<file path="config.mk">
export PLATFORM = sky130hd
export DESIGN_NAME = fb_arbiter
export DESIGN_NICKNAME = d
export VERILOG_FILES = /design/src/rtl/fb_pkg.sv /design/src/rtl/fb_page_ctrl.sv /design/src/rtl/fb_arbiter.sv
export SDC_FILE = /design/constraint.sdc
export NUM_CORES = 1
export LEC_CHECK = 0
export ABC_AREA = 0
export BUFFER_PORTS_ARGS = -buffer_cell sky130_fd_sc_hd__clkbuf_2
export CAP_MARGIN = 5
export CORE_ASPECT_RATIO = 1.25
export CORE_MARGIN = 2
export CORE_UTILIZATION = 40
export DETAILED_ROUTE_END_ITERATION = 6
export GPL_TIMING_DRIVEN = 0
export PLACE_DENSITY_LB_ADDON = 0.15
export SYNTH_ARGS = -nofsm -noshare
export SYNTH_HDL_FRONTEND = slang
export SYNTH_HIERARCHICAL = 1
export SYNTH_SLANG_ARGS = --single-unit
export TNS_END_PERCENT = 100
</file>
<file path="constraint.sdc">
create_clock -name clk -period 3.79 [get_ports clk]
set_input_delay 0.1895 -clock clk [delete_from_list [all_inputs] [get_ports clk]]
set_output_delay 0.1895 -clock clk [all_outputs]
set_load 0.02 [all_outputs]
</file>
<file path="src/rtl/fb_pkg.sv">
`default_nettype none
// ---------------------------------------------------------------------------
// fb_pkg : framebuffer geometry, page-swap state type and page-base helper
// rev 1.0
// ---------------------------------------------------------------------------
package fb_pkg;

  localparam int RES_X      = 320;
  localparam int RES_Y      = 240;
  localparam int PAGE_BYTES = RES_X * RES_Y / 8;
  localparam int MEM_AW     = 15;

  typedef enum logic [0:0] {
    SWAP_IDLE    = 1'b0,
    SWAP_PENDING = 1'b1
  } swap_state_t;

  function automatic int unsigned page_base(input logic page, input int unsigned page_bytes);
    return page ? page_bytes : 32'd0;
  endfunction

endpackage
`default_nettype wire

</file>
<file path="src/rtl/fb_page_ctrl.sv">
`default_nettype none
// ---------------------------------------------------------------------------
// fb_page_ctrl : front/back page swap FSM, swap applied only on frame_start
// rev 1.0
// ---------------------------------------------------------------------------
module fb_page_ctrl
  import fb_pkg::*;
(
  input  logic clk,
  input  logic rst_n,
  input  logic swap_req,
  input  logic frame_start,
  output logic front_page,
  output logic swap_pending
);

  swap_state_t state;

  always_ff @(posedge clk or negedge rst_n) begin
    if (!rst_n) begin
      state        <= SWAP_IDLE;
      front_page   <= 1'b0;
      swap_pending <= 1'b0;
    end else begin
      case (state)
        SWAP_IDLE: begin
          // a frame_start in the same cycle does not apply this request
          if (swap_req) begin
            state        <= SWAP_PENDING;
            swap_pending <= 1'b1;
          end
        end
        SWAP_PENDING: begin
          if (frame_start) begin
            state        <= SWAP_IDLE;
            swap_pending <= 1'b0;
            front_page   <= ~front_page;
          end
        end
        default: begin
          state        <= SWAP_IDLE;
          swap_pending <= 1'b0;
        end
      endcase
    end
  end

endmodule
`default_nettype wire

</file>
<file path="src/rtl/fb_arbiter.sv">
`default_nettype none
// ---------------------------------------------------------------------------
// fb_arbiter : shares the framebuffer RAM between scanout and host, two pages
// rev 1.0
// ---------------------------------------------------------------------------
module fb_arbiter
  import fb_pkg::*;
#(
  parameter int RES_X  = fb_pkg::RES_X,
  parameter int RES_Y  = fb_pkg::RES_Y,
  parameter int ADDR_W = 16,
  parameter int MEM_AW = fb_pkg::MEM_AW
) (
  input  logic              clk,
  input  logic              rst_n,
  input  logic              scan_req,
  input  logic [ADDR_W-1:0] scan_addr,
  output logic              scan_valid,
  output logic [7:0]        scan_data,
  input  logic              frame_start,
  input  logic              host_req,
  input  logic              host_we,
  input  logic [ADDR_W-1:0] host_addr,
  input  logic [7:0]        host_wdata,
  output logic              host_gnt,
  output logic              host_rvalid,
  output logic [7:0]        host_rdata,
  input  logic              swap_req,
  output logic              swap_pending,
  output logic              front_page,
  output logic              err_oob,
  output logic [MEM_AW-1:0] mem_addr,
  output logic              mem_we,
  output logic [7:0]        mem_wdata,
  input  logic [7:0]        mem_rdata
);

  localparam int unsigned     PAGE_SZ  = RES_X * RES_Y / 8;
  localparam logic [ADDR_W-1:0] PAGE_LIM = ADDR_W'(PAGE_SZ);

  logic scan_oob;
  logic host_oob;

  assign scan_oob = (scan_addr >= PAGE_LIM);
  assign host_oob = (host_addr >= PAGE_LIM);

  fb_page_ctrl u_page_ctrl (
    .clk          (clk),
    .rst_n        (rst_n),
    .swap_req     (swap_req),
    .frame_start  (frame_start),
    .front_page   (front_page),
    .swap_pending (swap_pending)
  );

  // Out-of-range offsets collapse to offset 0 so the RAM never sees the other page
  always_comb begin
    host_gnt  = 1'b0;
    mem_addr  = '0;
    mem_we    = 1'b0;
    mem_wdata = '0;
    if (scan_req) begin
      mem_addr = MEM_AW'(page_base(front_page, PAGE_SZ) +
                         (scan_oob ? 32'd0 : 32'(scan_addr)));
    end else if (host_req && !swap_pending) begin
      host_gnt  = 1'b1;
      mem_addr  = MEM_AW'(page_base(~front_page, PAGE_SZ) +
                          (host_oob ? 32'd0 : 32'(host_addr)));
      mem_we    = host_we & ~host_oob & rst_n;
      mem_wdata = host_wdata;
    end
  end

  always_ff @(posedge clk or negedge rst_n) begin
    if (!rst_n) begin
      scan_valid  <= 1'b0;
      host_rvalid <= 1'b0;
      err_oob     <= 1'b0;
    end else begin
      scan_valid  <= scan_req;
      host_rvalid <= host_gnt & ~host_we;
      if ((scan_req && scan_oob) || (host_gnt && host_oob))
        err_oob <= 1'b1;
    end
  end

  assign scan_data  = mem_rdata;
  assign host_rdata = mem_rdata;

endmodule
`default_nettype wire

</file>
== After elaboration in Yosys (flattened, before gate mapping) ==
Index checks and enable logic that the tools add are counted.
Word-level totals
  flip-flop bits (word level): 6
  input bits: 55
  output and inout bits: 46
  word-level logic and storage cells: 44
Operators by class
  muxes and demuxes: 18
  equality and inequality tests: 2
  add/sub/neg operators: 2
  bitwise logic cells: 7
  $lt $le $gt $ge: 2
  reduce and logical (&&, ||, !) cells: 7
Operators with widths (count)
  15-bit 2-to-1 mux: 4
  16-bit by 14-bit greater-or-equal comparator with 1-bit output (second input constant): 2
  14-bit by 15-bit adder with 15-bit output: 2
  14-bit 2-to-1 mux: 2
  8-bit 2-to-1 mux: 2
  1-bit 2-to-1 mux: 8
  2-bit inequality test (second input constant): 2
  1-bit inverter: 4
  1-bit one-hot mux with 2 select lines: 2
  2-bit AND reduction: 2
  1-bit AND: 3
  1-bit logical AND: 3
  1-bit logical NOT: 1
  1-bit logical OR: 1

== Depth between registers and ports, before layout ==
  depth in word-level cells: 6
  depth in mapped cells: 11
  depth with buffers taken out: 11

== Hierarchy ==
Netlist, hierarchy kept.
By module, submodules not included
  fb_arbiter: instances 1, area each 1027.2 µm², cells an instance 132, seq. area each 75.1 µm²
  fb_page_ctrl: instances 1, area each 115.1 µm², cells an instance 10, seq. area each 75.1 µm²

== Worst setup path before layout ==
No wires, ideal clock.
  kind: input-to-output
  start: input port scan_addr[7]
  end: output port mem_addr[11]
  stages: 11
  arrival time: 2.248 ns
  path slack: 1.352 ns
  data required time: 3.601 ns
  path buffers: 0
  path through: a21oi_2 nor2_1 nor4b_4 and2_1 ha_1 inv_1 fa_1 nor2_1 mux2i_1 a21oi_1 o221ai_1
Between the ends
  word-level cells in the longest chain between the ends: 4
RTL lines
  from (decl): line fb_arbiter.sv:17  | input logic [ADDR_W-1:0] scan_addr,
  16-bit by 14-bit greater-or-equal comparator with 1-bit output: line fb_arbiter.sv:44  | assign scan_oob = (scan_addr >= PAGE_LIM);
  15-bit 2-to-1 mux (*): line fb_arbiter.sv:64  | (scan_oob ? 32'd0 : 32'(scan_addr)));
  14-bit by 15-bit adder with 15-bit output (*): line fb_arbiter.sv:63  | mem_addr = MEM_AW'(page_base(front_page, PAGE_SZ) +
  15-bit 2-to-1 mux (*): line fb_arbiter.sv:62  | if (scan_req) begin
  to (decl): line fb_arbiter.sv:32  | output logic [MEM_AW-1:0] mem_addr,
Mark *: on every way between the ends. The rest lies on a longest branch, timed or not.

== Worst setup path after layout ==
  start: register u_page_ctrl.front_page
  end: output port mem_addr[13]
Between the ends
  word-level cells in the longest chain between the ends: 4
  elaborated cells between the ends (all ways): 6
  those cells by class: add/sub (2); mux (4)
RTL lines
  from (decl): line fb_page_ctrl.sv:13  | output logic front_page,
  from (signal assigned): line fb_page_ctrl.sv:37  | front_page <= ~front_page;
  14-bit 2-to-1 mux: line fb_pkg.sv:19  | return page ? page_bytes : 32'd0;
  14-bit by 15-bit adder with 15-bit output: line fb_arbiter.sv:67  | mem_addr = MEM_AW'(page_base(~front_page, PAGE_SZ) +
  15-bit 2-to-1 mux: line fb_arbiter.sv:65  | end else if (host_req && !swap_pending) begin
  15-bit 2-to-1 mux (*): line fb_arbiter.sv:62
Marked as above.

==> results.yml <==
floorplanning:
  die_x_um: 51.8
  dieArea_um2: 3300
  coreArea_um2: 2710
  rows: 21
  start_util_pct: 42.2
  ios: 101
  die_h_um: 63.8
hold_path:
  hold_class: "in -> reg"
yosys:
  ys_seq_elements: 6
  yosys.area_share.simple_pct: 26.9
  synth_top_family_by_area: "simple AND/OR/NAND/NOR gates"
  ys_warn_count: 6
  synth-adder-area-share_pct: 12.3
  yosys.cell_types.count: 41
  ys_seq_area_share_pct: 13.1
  synth.avg_cell_area_um2: 8.04
  syn_inst: 142
  syn_area_um2: 1140
  synth_xor_area_share_pct: 6.90
  synth_compound_area_share_pct: 22.2
  syn_nets: 207
  synth_mux_area_share_pct: 1.75
sta:
  fmax_ghz: 0.364
  setup_ws_ps: 1040
  rsz0062_at_grt: "no"
  hold_viol_final: 0
  setup-violations-final: 0
  min_period_ps: 2750
  min_period_over_period_pct: 72.5
  final.setup.tns_ps: 0
  fin_skew_ps: 0.797
  whs_ps: 101
  drv_slew: 0
  worst_slew_margin_rel_pct: 74.5
  worstMarginPinSlew_ps: 382
power:
  p_leak_uw: 0.000928
  power.density_nw_per_um2: 265
  power_uw: 445
  peakVddDrop_mv: 0.227
place:
  dp_hpwl_um: 2650
  dp.cells: 268
  preCtsSetupSlack_ps: 1070
  portBuffers: 92
  gp_congestion: 0.835
clock_network:
  clockBufferDepth: 2
  path_clk_slew_ps: 40
  clk_latency_ps: 250
  cts_root_buf: "clkbuf_4"
  cts_buffers: 3
  htreeDepth: 1
  cts_tree: "done"
  cts_setup_buffers: 0
  clock_sinks: 6
job:
  maxCapViolCount: 0
finish:
  final_common_cell: "clkbuf_2"
  drive_above_1_share_pct: 51.7
  layout_common_cells: "92 x clkbuf_2, 16 x and2_1, 16 x buf_4"
  final_cells: 272
  num_antenna_cells: 0
  fin_nets: 305
  area_delta_synth_final_pct: 46.9
global_routing:
  grtUsageTotal_pct: 18.2
  grt_start_max_net_pins: 11
  grt_pass1_wl_um: 4810
  grt_pass1_vias: 1257
  gr-total-overflow: 0
  antenna_found_initial: 0
setup_path:
  path_max_fanout: 8
  crit_type: "reg -> out"
  end_kind: "primary output"
  arrival_ps: 2560
  startpoint_type: "flop"
  worstPathRequired_ps: 3600
routing:
  num_vias: 1356
  drcViolationCount: 0
  dr.pass1.iters: 4
  drt-total-wl_um: 3020
  vias_per_cell: 4.99
  wl_per_cell_um: 11.1
  ant_nets: 0
  drt_first_iter_violations: 13
status:
  status: "complete, no violations"
[flip-flops by register name, summed over array words and instances, names as in the netlist]
signal and count:
u_page_ctrl/front_page 1, err_oob 1, u_page_ctrl/swap_pending 1, scan_valid 1, u_page_ctrl/state 1, host_rvalid 1
[cell usage after synthesis]
| cell type | n | area (um^2) |
|---|---|---|
| a21oi_1 | 5 | 25.0 |
| a21oi_2 | 1 | 8.76 |
| a221o_1 | 1 | 10.0 |
| a22o_1 | 11 | 96.3 |
| a31oi_1 | 1 | 6.26 |
| a32oi_1 | 1 | 8.76 |
| and2_1 | 16 | 100 |
| and3_1 | 1 | 6.26 |
| and3b_1 | 1 | 8.76 |
| buf_4 | 16 | 120 |
| buf_6 | 2 | 22.5 |
| clkbuf_1 | 1 | 3.75 |
| dfrtp_1 | 6 | 150 |
| fa_1 | 2 | 40.0 |
| ha_1 | 8 | 100 |
| inv_1 | 9 | 33.8 |
| inv_2 | 3 | 11.3 |
| mux2i_1 | 2 | 20.0 |
| nand2_1 | 11 | 41.3 |
| nand2b_1 | 1 | 6.26 |
| nand3_1 | 1 | 5.00 |
| nand3_2 | 1 | 10.0 |
| nand3b_1 | 2 | 15.0 |
| nand4_1 | 1 | 6.26 |
| nor2_1 | 9 | 33.8 |
| nor2b_1 | 1 | 6.26 |
| nor3_1 | 1 | 5.00 |
| nor3_2 | 1 | 10.0 |
| nor4b_2 | 2 | 30.0 |
| nor4b_4 | 1 | 23.8 |
| o211a_2 | 1 | 10.0 |
| o211ai_1 | 1 | 7.51 |
| o21ai_0 | 2 | 10.0 |
| o21ai_1 | 2 | 10.0 |
| o221ai_1 | 2 | 17.5 |
| o22ai_1 | 3 | 18.8 |
| o31a_1 | 1 | 8.76 |
| o31ai_1 | 1 | 7.51 |
| o32ai_1 | 1 | 8.76 |
| xnor2_1 | 4 | 35.0 |
| xor2_1 | 5 | 43.8 |
[layer usage]
layer	global-route usage [%]	up-vias	part of all wire (%)
met5	0	-	0
met4	7.57	0	1.5
met3	1.87	4	7.2
met2	35.9	53	56
met1	18.5	618	35
li1	-	681	-
[critical path, cell delays in order, from the launching register on]
cell and delay [ps]:
dfrtp_1 490, inv_1 240, ha_1 220, inv_1 60
fa_1 400, and3b_1 250, nor2_1 60, nor2_1 130
xor2_1 150, a22o_1 140, clkbuf_2 170
[final cells by class]
class	instances	area (um^2)
Multi-Input combinational cell	105	801
Sequential cell	6	150
Timing Repair Buffer	93	470
Tap cell	34	42.5
Fill cell	277	1030
Buffer	19	146
Inverter	12	45.0
Clock buffer	3	22.5
[per-stage QoR]
| stage | util, % | cell area, um^2 |
|---|---|---|
| after floorplan | - | 1140 |
| after global placement | 60.8 | 1650 |
| after detailed placement | 60.8 | 1650 |
| after CTS | 62.0 | 1680 |
| after global routing | 62.0 | 1680 |
| final | 62.0 | 1680 |
[what timing repair did]
item	in CTS	in global routing
endpoints found under the hold margin	6	0
hold buffers	1	0
resized for setup	0	0
[power breakdown]
| group | leakage, uW | internal [uW] | switching (uW) |
|---|---|---|---|
| Clock | 0.0000138 | 35.8 | 23.5 |
| Combinational | 0.000846 | 128 | 165 |
| Sequential | 0.0000688 | 73.4 | 19.4 |
[cell families after synthesis]
logic type                 after synthesis
AOI/OAI and AO/OA                       34
xor gates and xnor gates                 9
adders and majority gates               10
muxes                                    2
buffers and inverters                   31
and+or+nand+nor                         50
DFF                                      6
[worst paths after layout]
kind                                     startpoint                       end  depth (start not counted)  slack [ps]
max in group asynchronous                     rst_n  u_page_ctrl/swap_pending                          2        3320
hold / removal                              host_we               host_rvalid                          2         100
min in group asynchronous                     rst_n                scan_valid                          2         310
setup / recovery             u_page_ctrl/front_page              mem_addr[13]                         10        1040
hold reg to reg                             err_oob                   err_oob                          2         470
setup reg to reg           u_page_ctrl/swap_pending                   err_oob                          3        2920
Power figures use the tool's default switching activity.
